### src/rtl/mac_accumulator.sv
// Sequential signed multiply-accumulate for one neuron: bias preload, streamed
// (input, weight) pairs with saturating accumulation, held handshaked result.
module mac_accumulator #(
    parameter int DATA_WIDTH = 8,
    parameter int ACC_WIDTH  = 32,
    parameter int MAX_LEN    = 256,
    parameter int CNT_WIDTH  = 9
) (
    input  logic                  clk,
    input  logic                  rst,
    input  logic                  start,
    input  logic [CNT_WIDTH-1:0]  len,
    input  logic [ACC_WIDTH-1:0]  bias,
    input  logic                  in_valid,
    output logic                  in_ready,
    input  logic [DATA_WIDTH-1:0] data_in,
    input  logic [DATA_WIDTH-1:0] weight_in,
    output logic [ACC_WIDTH-1:0]  acc_out,
    output logic                  out_valid,
    input  logic                  out_ready,
    output logic                  busy,
    output logic                  sat_flag
);

    typedef enum logic [1:0] {IDLE, ACCUM, DONE} state_t;

    state_t state, state_nxt;

    logic signed [ACC_WIDTH-1:0]    acc;
    logic [CNT_WIDTH-1:0]           cnt;
    logic [CNT_WIDTH-1:0]           len_clamped;
    logic                           beat;
    logic signed [2*DATA_WIDTH-1:0] prod;
    logic signed [ACC_WIDTH:0]      sum;
    logic signed [ACC_WIDTH-1:0]    sat_sum;
    logic                           sat_hit;

    assign len_clamped = (len > CNT_WIDTH'(MAX_LEN)) ? CNT_WIDTH'(MAX_LEN) : len;
    assign in_ready    = (state == ACCUM);
    assign busy        = (state != IDLE);
    assign beat        = in_valid & in_ready;

    assign prod = $signed(data_in) * $signed(weight_in);
    assign sum  = (ACC_WIDTH+1)'(acc) + (ACC_WIDTH+1)'(prod);

    // One guard bit: the top two sum bits disagree exactly when the result
    // leaves the ACC_WIDTH signed range; the guard bit gives the direction.
    always_comb begin
        sat_hit = sum[ACC_WIDTH] ^ sum[ACC_WIDTH-1];
        sat_sum = sum[ACC_WIDTH-1:0];
        if (sat_hit) begin
            sat_sum = sum[ACC_WIDTH] ? {1'b1, {(ACC_WIDTH-1){1'b0}}}
                                     : {1'b0, {(ACC_WIDTH-1){1'b1}}};
        end
    end

    always_ff @(posedge clk or posedge rst) begin
        if (rst) state <= IDLE;
        else     state <= state_nxt;
    end

    always_comb begin
        state_nxt = state;
        case (state)
            IDLE:    if (start) state_nxt = (len_clamped == '0) ? DONE : ACCUM;
            ACCUM:   if (beat && cnt == CNT_WIDTH'(1)) state_nxt = DONE;
            DONE:    if (out_valid && out_ready) state_nxt = IDLE;
            default: state_nxt = IDLE;
        endcase
    end

    always_ff @(posedge clk or posedge rst) begin
        if (rst) begin
            acc       <= '0;
            cnt       <= '0;
            acc_out   <= '0;
            out_valid <= 1'b0;
            sat_flag  <= 1'b0;
        end else begin
            case (state)
                IDLE: begin
                    if (start) begin
                        acc      <= $signed(bias);
                        cnt      <= len_clamped;
                        sat_flag <= 1'b0;
                        if (len_clamped == '0) begin
                            acc_out   <= bias;
                            out_valid <= 1'b1;
                        end
                    end
                end
                ACCUM: begin
                    if (beat) begin
                        acc <= sat_sum;
                        cnt <= cnt - CNT_WIDTH'(1);
                        if (sat_hit) sat_flag <= 1'b1;
                        if (cnt == CNT_WIDTH'(1)) begin
                            acc_out   <= sat_sum;
                            out_valid <= 1'b1;
                        end
                    end
                end
                DONE: begin
                    if (out_ready) out_valid <= 1'b0;
                end
                default: ;
            endcase
        end
    end

endmodule

### config.mk
export PLATFORM = sky130hd
export DESIGN_NAME = mac_accumulator
export DESIGN_NICKNAME = d
export VERILOG_FILES = /design/src/rtl/mac_accumulator.sv
export SDC_FILE = /design/constraint.sdc
export NUM_CORES = 1
export LEC_CHECK = 0
export ABC_AREA = 1
export CORE_MARGIN = 8
export CORE_UTILIZATION = 55
export CTS_CLUSTER_DIAMETER = 40
export DETAILED_ROUTE_END_ITERATION = 10
export MAX_ROUTING_LAYER = met4
export PLACE_DENSITY_LB_ADDON = 0.15
export SLEW_MARGIN = 10
export SYNTH_ARGS = -nofsm -noshare
export SYNTH_HDL_FRONTEND = slang
export SYNTH_SLANG_ARGS = --single-unit
### constraint.sdc
create_clock -name clk -period 6.11 [get_ports clk]
set_input_delay 1.5275 -clock clk [delete_from_list [all_inputs] [get_ports clk]]
set_output_delay 1.5275 -clock clk [all_outputs]
set_load 0.005 [all_outputs]
==> reports/metrics.yaml <==
cts:
  clk_path_buf_depth: 2
  path_clk_slew_ps: 70
  clockRootBuffer: "clkbuf_16"
  h-tree-depth: 3
  cts_num_sinks: 77
  cts_tree: "done"
  worstSkewPairLatency_ps: 360
  numCtsBuffers: 9
global_routing:
  overflow: 0
  grt_pass1_wl_um: 50000
  grt_usage_pct: 27.9
  antenna_found_initial: 0
  grt_pass1_vias: 9885
  grt_max_degree: 47
timing:
  worst_slack_ps: -42.1
  fmax_mhz: 163
  tightestPinTransition_ps: 983
  slew_headroom_pct: 34.3
  finalCritPeriodShare_pct: 101
  hold_viol_final: 0
  setup_viol: 6
  finClkSkew_ps: 13.6
  slew_violations: 0
  rsz0062_at_grt: "yes"
  period_needed_ps: 6150
placed_design:
  gp_congestion: 0.957
  dpl.cell_count: 1675
  hpwl_um: 23200
  io_buffer_count: 97
yosys:
  synthSimpleGateAreaFrac_pct: 27.8
  synth_compound_area_share_pct: 4.84
  synth_most_common_cell: "nand2_1"
  synth_edf_count: 0
  synth_xor_area_share_pct: 2.32
  ys_ff_latch: 77
  async_reset_ff_share_pct: 100
  yosysWarnings: 0
  ys_types: 46
  synth_nets: 1535
  synth_common_cells: "nand2_1 (374), inv_1 (190), fa_1 (140), nand3_1 (84), dfrtp_1 (77)"
  ys.flop_type: "dfrtp_1"
  synth_area_leaders: "fa_1 (28%), dfrtp_1 (19%), nand2_1 (14%)"
  yosysTopAreaCell: "fa_1"
  synth_seq_area_share_pct: 18.9
  syn_inst: 1259
  synth_top_cell_area_share_pct: 27.5
  synthMuxAreaShare_pct: 0
  synth_top_family_by_area: "adder cells"
  avgSynthCellArea_sq_um: 8.09
  synth_fa_ha_area_share_pct: 36.6
  syn_area_sq_um: 10200
layout:
  fin_cells: 1721
  drive_gt1_share_pct: 30.1
  num-nets-final: 1763
  n_antenna_cell: 0
  syn2layout_area_growth_pct: 37.3
route:
  first_pass_iters: 4
  post-route-drc-count: 0
  wl_per_cell_um: 18.2
  dr.first_iter.drc_count: 578
  avgViaCountPerCell: 5.35
  via_count: 9210
  wl_um: 31300
  ant_nets: 0
worst_setup_path:
  startpoint: "data_in[7]"
  crit_arrival_ps: 6380
  rrSetupSlack_ps: 1290
  required_ps: 6330
  regToRegEndpoint: "acc[19]$_DFFE_PP0P_"
  crit_path_end_kind: "register"
  cp_max_fo: 6
  r2r_start: "acc[6]$_DFFE_PP0P_"
  crit_type: "primary input to register"
  critPathLaunchType: "primary input"
  rr_worst_depth: 27
  endpoint: "acc[19]$_DFFE_PP0P_"
floorplan:
  row_count: 49
  core_sq_um: 18100
  die_y_um: 152
  initial_utilization_pct: 56.3
  ioPinCount: 98
  dieWidth_um: 152
  die-area_sq_um: 23100
worst_hold_path:
  hold_path.class: "register to register"
outcome:
  violations: "setup timing"
  status: "finished, violations left"
run:
  maxCapViolCount: 0
worst min-delay path by stage:
stage	startpoint	to	slack, ps	depth (start not counted)
global placement	acc_out[5]$_DFFE_PP0P_	acc_out[5]$_DFFE_PP0P_	470	2
global route	acc[0]$_DFFE_PP0P_	acc[0]$_DFFE_PP0P_	500	2
detailed placement	acc_out[5]$_DFFE_PP0P_	acc_out[5]$_DFFE_PP0P_	460	2
finish	acc[7]$_DFFE_PP0P_	acc[7]$_DFFE_PP0P_	480	2
floorplan	acc[1]$_DFFE_PP0P_	acc[1]$_DFFE_PP0P_	450	2
CTS	acc_out[5]$_DFFE_PP0P_	acc_out[5]$_DFFE_PP0P_	480	2
flip-flops by register name, indices dropped and copies added (netlist names):
| name | cells |
|---|---|
| acc | 32 |
| acc_out | 32 |
| cnt | 9 |
| state | 2 |
| out_valid | 1 |
| sat_flag | 1 |
layout by cell type, fill, tap and decap left out, drive strengths merged:
cell / netlist / final
nand2: 411 / 411
inv: 197 / 196
buf: 15 / 163
fa: 140 / 140
nand3: 87 / 87
clkdlybuf4s50: 0 / 81
dfrtp: 77 / 77
ha: 74 / 74
nor2: 69 / 69
a21oi: 35 / 35
or2: 33 / 33
o21ai: 22 / 22
xor2: 17 / 17
clkbuf: 25 / 14
xnor2: 10 / 10
nor3: 9 / 9
nand4: 8 / 8
dlygate4sd2: 0 / 8
o21bai: 7 / 7
clkinvlp: 0 / 6
a21o: 5 / 5
nand3b: 4 / 4
clkinv: 1 / 3
a31o: 2 / 2
nor4: 2 / 2
a22oi: 2 / 2
a21boi: 1 / 1
o41ai: 1 / 1
o211a: 1 / 1
o22ai: 1 / 1
o31ai: 1 / 1
a31oi: 1 / 1
a22o: 1 / 1
cell type report:
cell class / count / area [sq um]
sequential: 77 / 1930
multi-input combinational: 944 / 8290
fill: 1262 / 4100
tap: 229 / 287
inverter: 198 / 768
timing repair buffer: 257 / 2430
clock inverter: 7 / 63.8
clock buffer: 9 / 225
timing repair:
item,4_1_cts,5_1_grt
gates resized for setup,108,94
buffers inserted,20,5
hold buffers,0,0
pin swaps,73,69
endpoints found under the setup margin,65,65
gates cloned,6,1
cells by family after synthesis:
family / count (synthesis)
simple gates: 623
buf+inv: 238
fa+ha+maj: 214
compound gates: 80
flops: 77
xor+xnor: 27
per-layer routing:
metal | up-vias | share of wire [%] | GRT usage (%)
met5 | - | 0 | -
met4 | 0 | 5.4 | 14.5
met3 | 102 | 4.7 | 4.00
met2 | 303 | 51 | 47.6
met1 | 4484 | 39 | 31.5
li1 | 4321 | - | -
stage by stage:
step / hold WS (ps) / TNS, ps / cell area [sq um] / setup slack (ps) / util (%)
6_report: 479 / -91.4 / 14000 / -42.1 / 77.3
5_1_grt: 502 / -7480 / 14000 / -212 / 77.3
4_1_cts: 481 / -259 / 13700 / -15.5 / 75.7
3_5_place_dp: 464 / -55260 / 12700 / -928 / 70.1
3_3_place_gp: 465 / -49520 / 12700 / -805 / 70.1
2_1_floorplan: 449 / -21170 / 10600 / -383 / -
critical path, stage by stage:
cell        delay, ps
buf_12            100
buf_6             110
nand2_4            70
clkinvlp_4        110
buf_8             160
buf_16            150
fa_1              560
fa_1              460
fa_1              580
fa_1              420
ha_1              330
ha_4              300
nand2_1           130
nor2_2            150
nand2_2           110
nor2_4            140
nand2_4            70
nand2_2            70
nand2_1            60
nand2_2           100
nand2_4           100
buf_12            160
nand2_2           100
nand2_4            50
nand3_1           110
nand2_1           110
Power is left out: the tool's default activity adds up to more than one toggle a clock period on the data nets, which glitch-free logic cannot reach.
